$ cat src/rtl/skew_a.sv
// skew_a: diagonal skew stage; lane k of each column is delayed k cycles on its way to the array edge.
module skew_a #(
  parameter int VAR_SIZE = 8,
  parameter int MMU_SIZE = 10
) (
  input  logic                         clk,
  input  logic                         rst_n,
  input  logic                         in_valid,
  input  logic [VAR_SIZE*MMU_SIZE-1:0] in_data,
  input  logic [4:0]                   dim_y,
  input  logic                         stop,
  input  logic                         clear,
  output logic [VAR_SIZE*MMU_SIZE-1:0] out_data,
  output logic [MMU_SIZE-1:0]          out_valid,
  output logic                         busy,
  output logic                         done,
  output logic [15:0]                  vec_count
);
  logic                accept;
  logic [4:0]          dim_eff;
  logic [MMU_SIZE-1:0] any_v;
  logic [MMU_SIZE-1:0] inner_v;
  logic [15:0]         vec_count_d, vec_count_q;
  logic                done_d, done_q;
  assign accept  = in_valid & ~stop & ~clear;
  assign dim_eff = (dim_y == 5'd0 || dim_y > 5'(MMU_SIZE)) ? 5'(MMU_SIZE) : dim_y;
  for (genvar k = 0; k < MMU_SIZE; k++) begin : g_lane
    logic [VAR_SIZE-1:0] dat_q [k+1];
    logic [VAR_SIZE-1:0] dat_d [k+1];
    logic [k:0]          vld_q, vld_d;
    logic                lane_en;
    assign lane_en = accept && (5'(k) < dim_eff);
    always_comb begin
      dat_d = dat_q;
      vld_d = vld_q;
      if (clear) begin
        for (int j = 0; j <= k; j++) dat_d[j] = '0;
        vld_d = '0;
      end else if (!stop) begin
        dat_d[0] = lane_en ? in_data[k*VAR_SIZE +: VAR_SIZE] : '0;
        vld_d[0] = lane_en;
        for (int j = 1; j <= k; j++) begin
          dat_d[j] = dat_q[j-1];
          vld_d[j] = vld_q[j-1];
        end
      end
    end
    always_ff @(posedge clk or negedge rst_n) begin
      if (!rst_n) begin
        for (int j = 0; j <= k; j++) dat_q[j] <= '0;
        vld_q <= '0;
      end else begin
        dat_q <= dat_d;
        vld_q <= vld_d;
      end
    end
    assign out_data[k*VAR_SIZE +: VAR_SIZE] = dat_q[k];
    assign out_valid[k] = vld_q[k];
    assign any_v[k]     = |vld_q;
    // every stage but the output register; shifting left drops the top bit
    assign inner_v[k]   = |(vld_q << 1);
  end
  // a column entering this same edge only fills stage 0, so it cannot hold off done
  assign done_d      = clear ? 1'b0 : stop ? done_q : (|out_valid) && !(|inner_v);
  assign vec_count_d = clear ? 16'd0 : accept ? vec_count_q + 16'd1 : vec_count_q;
  always_ff @(posedge clk or negedge rst_n) begin
    if (!rst_n) begin
      done_q      <= 1'b0;
      vec_count_q <= '0;
    end else begin
      done_q      <= done_d;
      vec_count_q <= vec_count_d;
    end
  end
  assign busy      = |any_v;
  assign done      = done_q;
  assign vec_count = vec_count_q;
endmodule

$ cat config.mk
export PLATFORM = sky130hd
export DESIGN_NAME = skew_a
export DESIGN_NICKNAME = d
export VERILOG_FILES = /design/src/rtl/skew_a.sv
export SDC_FILE = /design/constraint.sdc
export NUM_CORES = 1
export LEC_CHECK = 0
export CORE_AREA = 2 2 220 179
export CTS_BUF_LIST = sky130_fd_sc_hd__clkbuf_4 sky130_fd_sc_hd__clkbuf_8
export DETAILED_ROUTE_END_ITERATION = 12
export DIE_AREA = 0 0 222 181
export GPL_ROUTABILITY_DRIVEN = 0
export PLACE_DENSITY = 0.77
export SLEW_MARGIN = 40
export SYNTH_ARGS = -nofsm -noshare
export SYNTH_HDL_FRONTEND = slang
export SYNTH_SLANG_ARGS = --single-unit
export TNS_END_PERCENT = 1
$ cat constraint.sdc
create_clock -name clk -period 2.36 [get_ports clk]
set_input_delay 0.472 -clock clk [delete_from_list [all_inputs] [get_ports clk]]
set_output_delay 0.472 -clock clk [all_outputs]
set_load 0.05 [all_outputs]
### Word-level counts from Yosys, hierarchy flattened

Index checks and enable logic that the tools add are counted.

* bits in registers: 512
* bits in latches: 0
* bits in writable memories: 0
* ROM bits: 0
* output and inout port bits: 108
* logic and storage cells: 157
* memories: 0

* add/sub/neg operators: 1
* multipliers: 0
* divide/modulo/power cells: 0
* order comparisons: 11
* equality and inequality tests: 1
* shifts and indexed selects: 0
* multiplexer cells: 55
* bitwise logic cells: 4
* reduce and logical (&&, ||, !) cells: 18

Operator list (count)
* $mux 80: 2
* $mux 72: 2
* $mux 64: 2
* $mux 56: 2
* $mux 8: 14
* $mux 48: 2
* $mux 40: 2
* $mux 16: 4
* $mux 32: 2
* $reduce_or 55->1: 1
* $mux 24: 2
* $reduce_or 45->1: 1
* $lt 3x5->1 const A: 4
* $mux 10: 2
* $mux 9: 2
* $add 16x1->16 const B: 1
* $mux 5: 3
* $mux 7: 2
* $mux 6: 2
* $logic_and 1x1->1: 11
* $lt 1x5->1 const A: 2
* $lt 2x5->1 const A: 2
* $lt 4x5->1 const A: 2
* $reduce_or 10->1: 1
* 12 further kinds: 20

### Logic depth before layout (Yosys ltp)

* word-level depth: 8
* mapped depth: 6
* depth with buffers taken out: 5

### Worst setup path after synthesis

Ideal clock, no wire load.

* path type: register to output
* start: register g_lane[7].vld_q[5]
* end: output busy
* arrival time: 1482 ps
* data required time: 1888 ps
* setup slack: 406 ps
* cell stages (with the launch flop): 5
* buffers on the path: 0
* cell sequence: dfrtp_1 > nor4_1 > nand4_1 > nor3_1 > nand4_1

* longest elaborated chain between the ends: 1

Ends and longest elaborated chain
* start, declared: line 30 `logic [k:0] vld_q, vld_d;`
* start signal, assigned: line 54 `vld_q <= vld_d;`
* $reduce_or 55->1: line 75 `assign busy = |any_v;`
* end, declared: line 15 `output logic busy,`

No other way between the ends.

### Worst setup path in the final report

* start: register g_lane[3].vld_q[2]
* end: output busy

* longest elaborated chain between the ends: 1

Ends and longest elaborated chain (line)
* start, declared: 30
* start signal, assigned: 54
* $reduce_or 55->1: 75

No other way between the ends.

==> flow_metrics.py <==
metrics = {
    "drt": {
        "first_pass_iters": 5,
        "dr.first_iter.drc_count": 875,
        "detail_route.vias_per_cell": 5.34,
        "route.detailed.wl_per_inst_um": 16.8,
        "wirelength_routed_um": 40400,
        "drc": 0,
        "total_via_count_in_the_routed_design": 12800,
        "antenna_left": 0,
    },
    "worst_setup_path": {
        "reg2regPathDepth": 5,
        "worst_r2r_endpoint": "vec_count[14]",
        "critical_path.reg2reg.startpoint": "vec_count[0]",
        "cp_max_fo": 2,
        "ff2ff_setup_slack_ps": 520,
        "critPathCaptureType": "primary output",
        "worst-setup-path-type": "reg -> out",
        "worst-endpoint-required_ps": 1890,
        "critical_path.startpoint_type": "flop",
        "worstPathArrival_ps": 2130,
    },
    "logic_synthesis": {
        "netlist-cell-type-count": 43,
        "post_synth_inst_count": 1710,
        "compound_gate_fraction_of_synth_area_pct": 4.39,
        "postSynthAreaPerCell_um2": 12.3,
        "synth_top_cell_area_share_pct": 61.0,
        "post_synth_mux_area_share_pct": 19.4,
        "dominant_cells_by_area_after_synthesis": "dfrtp_1 61%, mux2i_1 19%, nor2_1 7.5%, a22o_1 3.3%, buf_4 3.0%",
        "yosys_warning_count": 0,
        "syn-num-nets": 1801,
        "post_synth_and_or_nand_nor_area_fraction_pct": 9.35,
        "yosys_most_used_dff": "dfrtp_1",
        "ys_seq_area_share_pct": 61.0,
        "post_synth_edffs": 0,
        "adder_and_majority_gate_portion_of_the_synthesized_area_pct": 0.0596,
        "dominant_combinational_cell_family_by_area_after_synthesis": "multiplexers",
        "post_synth_xor_area_fraction_pct": 0.584,
        "synth.largest_area_cell": "dfrtp_1",
        "ys_seq_elements": 512,
        "synth-async-reset-ratio_pct": 100,
        "syn-cell-area_um2": 21000,
    },
    "sta": {
        "tns_ps": -240,
        "setup_violations": 1,
        "rsz0062_at_grt": "true",
        "timing.final.ws_setup_ps": -240,
        "final.min_clock_period_ps": 2600,
        "max_slew_margin_pct": 47.0,
        "worst_hold_slack_ps": 288,
        "hold_viol": 0,
        "fin_crit_sh_pct": 110,
        "worst_pin_slew_ps": 796,
        "max_freq_ghz": 0.385,
        "final_max_slew_viol_count": 0,
        "fin_skew_ps": 24.3,
    },
    "status": {
        "violations": "negative setup slack",
        "outcome": "complete, but fails checks",
    },
    "layout": {
        "areaGrowthSynthToFinish_pct": 18.8,
        "num-fill-cells": 2893,
        "seqCellArea_um2": 12800,
        "drive_above_1_share_pct": 11.4,
        "multiInputGateArea_um2": 7150,
        "finish.net_count": 1943,
        "final_util_pct": 65.8,
        "non_filler_cells_final": 2402,
    },
    "clocking": {
        "cts_tree": "done",
        "numClockSinks": 512,
        "cts.clk_slew.worst_paths_ps": 60,
        "numCtsBuffers": 80,
        "clock_insertion_delay_worst_skew_ps": 600,
        "htreeDepth": 3,
        "max-clock-path-buffers": 3,
        "cts_root_buffer": "clkbuf_8",
    },
    "hold_path": {
        "holdPathStages": 3,
        "min_delay_worst_endpoint": "g_lane[6].dat_q[44]",
        "worst_hold_launch": "stop",
        "hold_path_class": "in -> reg",
    },
    "die": {
        "initial_utilization_pct": 55.4,
        "dieHeight_um": 181,
        "pin_count": 198,
        "die_area_um2": 40200,
        "chipWidth_um": 222,
        "std_cell_rows": 64,
        "core_region_area_um2": 37900,
    },
    "power_and_ir_drop": {
        "p_leak_nw": 12.8,
        "power.ir.vdd_worst_mv": 0.425,
        "power.density_cell_area_nw_per_um2": 719,
    },
    "placed_design": {
        "post-place-ws_ps": -64.2,
        "hpwlAfterDp_um": 25400,
        "place.port_buffers": 197,
        "dpl.cell_count": 2259,
    },
    "global_route": {
        "number_of_antenna_violations_at_the_first_check_in_global_routing": 4,
        "grt_use_total_pct": 20.7,
        "grt_max_degree": 150,
        "grt_pass1_wl_um": 68200,
        "grt.overflow.total": 0,
        "vias_in_the_first_global_route": 13200,
    },
    "job": {
        "max_cap_viol_count": 0,
    },
}
## sequential cells by signal, indices dropped and copies added, names as in the netlist
signal / cells
g_lane.dat_q: 368
out_data: 72
g_lane.vld_q: 55
vec_count: 16
done: 1
## routing by layer
metal / track usage [%] / wire length [um]
met5: 0 / 23
met4: 7.54 / 1100
met3: 4.47 / 1710
met2: 32.1 / 19000
met1: 29.2 / 18600
## Yosys cell counts, types with 3 or more instances
cell and n:
nor2b_1 3, a21oi_2 4, xor2_1 12, inv_1 3
a22o_1 80, clkbuf_1 53, buf_1 6, buf_4 83
nor2_1 421, nand2_1 7, nand3_1 3, a21o_1 9
o21ai_0 4, buf_2 47, nor4_1 12, nand4_1 11
a21oi_1 3, mux2i_1 406, dfrtp_1 512
## area by class of cell
cell class	instances	share of cell area [%]
Sequential cell	512	51.4
Tap cell	495	2.48
Clock buffer	127	6.41
Timing Repair Buffer	250	10.6
Antenna cell	2	0.0201
Multi-Input combinational cell	1005	28.7
Clock inverter	8	0.391
Inverter	3	0.0452
## power breakdown
part           internal (W)  leakage [nW]  switching [W]
Clock               0.00448         0.891        0.00328
Sequential          0.00889          7.11      0.0000769
Combinational      0.000499          4.79       0.000701
## layout by cell type (no fill, tap or decap), types with 4 or more instances in the layout
master,count
clkbuf_8,103
a21oi_2,4
nand2_1,7
clkbuf_4,24
o21ai_0,4
a21o_1,9
dfrtp_1,511
dlygate4sd2_1,11
dlymetal6s2s_1,6
nor4_1,4
mux2i_1,406
clkdlybuf4s50_1,176
a22o_1,80
xor2_1,12
nor2_1,421
nor4_2,8
nand4_1,11
buf_12,19
buf_4,32
## logic make-up after synthesis
| kind of cell | after synthesis |
|---|---|
| AOI/OAI and AO/OA | 106 |
| xor gates and xnor gates | 14 |
| adders and majority gates | 1 |
| buffers and inverters | 193 |
| DFF | 512 |
| muxes | 406 |
| and+or+nand+nor | 478 |
## through the flow
step	cell area, um^2	power [W]
finish	24900	0.0179
global route	24900	0.0186
CTS	24900	0.0182
detailed placement	23100	0.0103
global placement	23100	0.0103
floorplan	21000	0.00974
## critical path: stages (launching register included)
cell     delay [ps]
dfrtp_1         390
nor4_2          300
nand4_1         160
nor3_2          220
buf_4           160
nand4_1         120
buf_6           190
## how the worst max path moves through the flow
stage,startpoint,to,slack (ps),cells after the start
2_1_floorplan,g_lane[7].vld_q[5],busy,410,4
3_3_place_gp,in_valid,g_lane[5].dat_q[43],10,4
3_5_place_dp,in_valid,g_lane[5].dat_q[46],-60,4
4_1_cts,g_lane[9].vld_q[8],busy,-280,6
5_1_grt,g_lane[5].vld_q[1],busy,-390,6
6_report,g_lane[3].vld_q[2],busy,-240,6
## what timing repair did
item | in CTS | in global routing
gates resized for setup | 20 | 8
endpoints found under the hold margin | 47 | 0
pin swaps | 7 | 2
setup endpoints to repair | 12 | 7
hold buffers | 1 | 0
buffers inserted | 4 | 0
No activity file was read; power rests on OpenSTA's default activity.
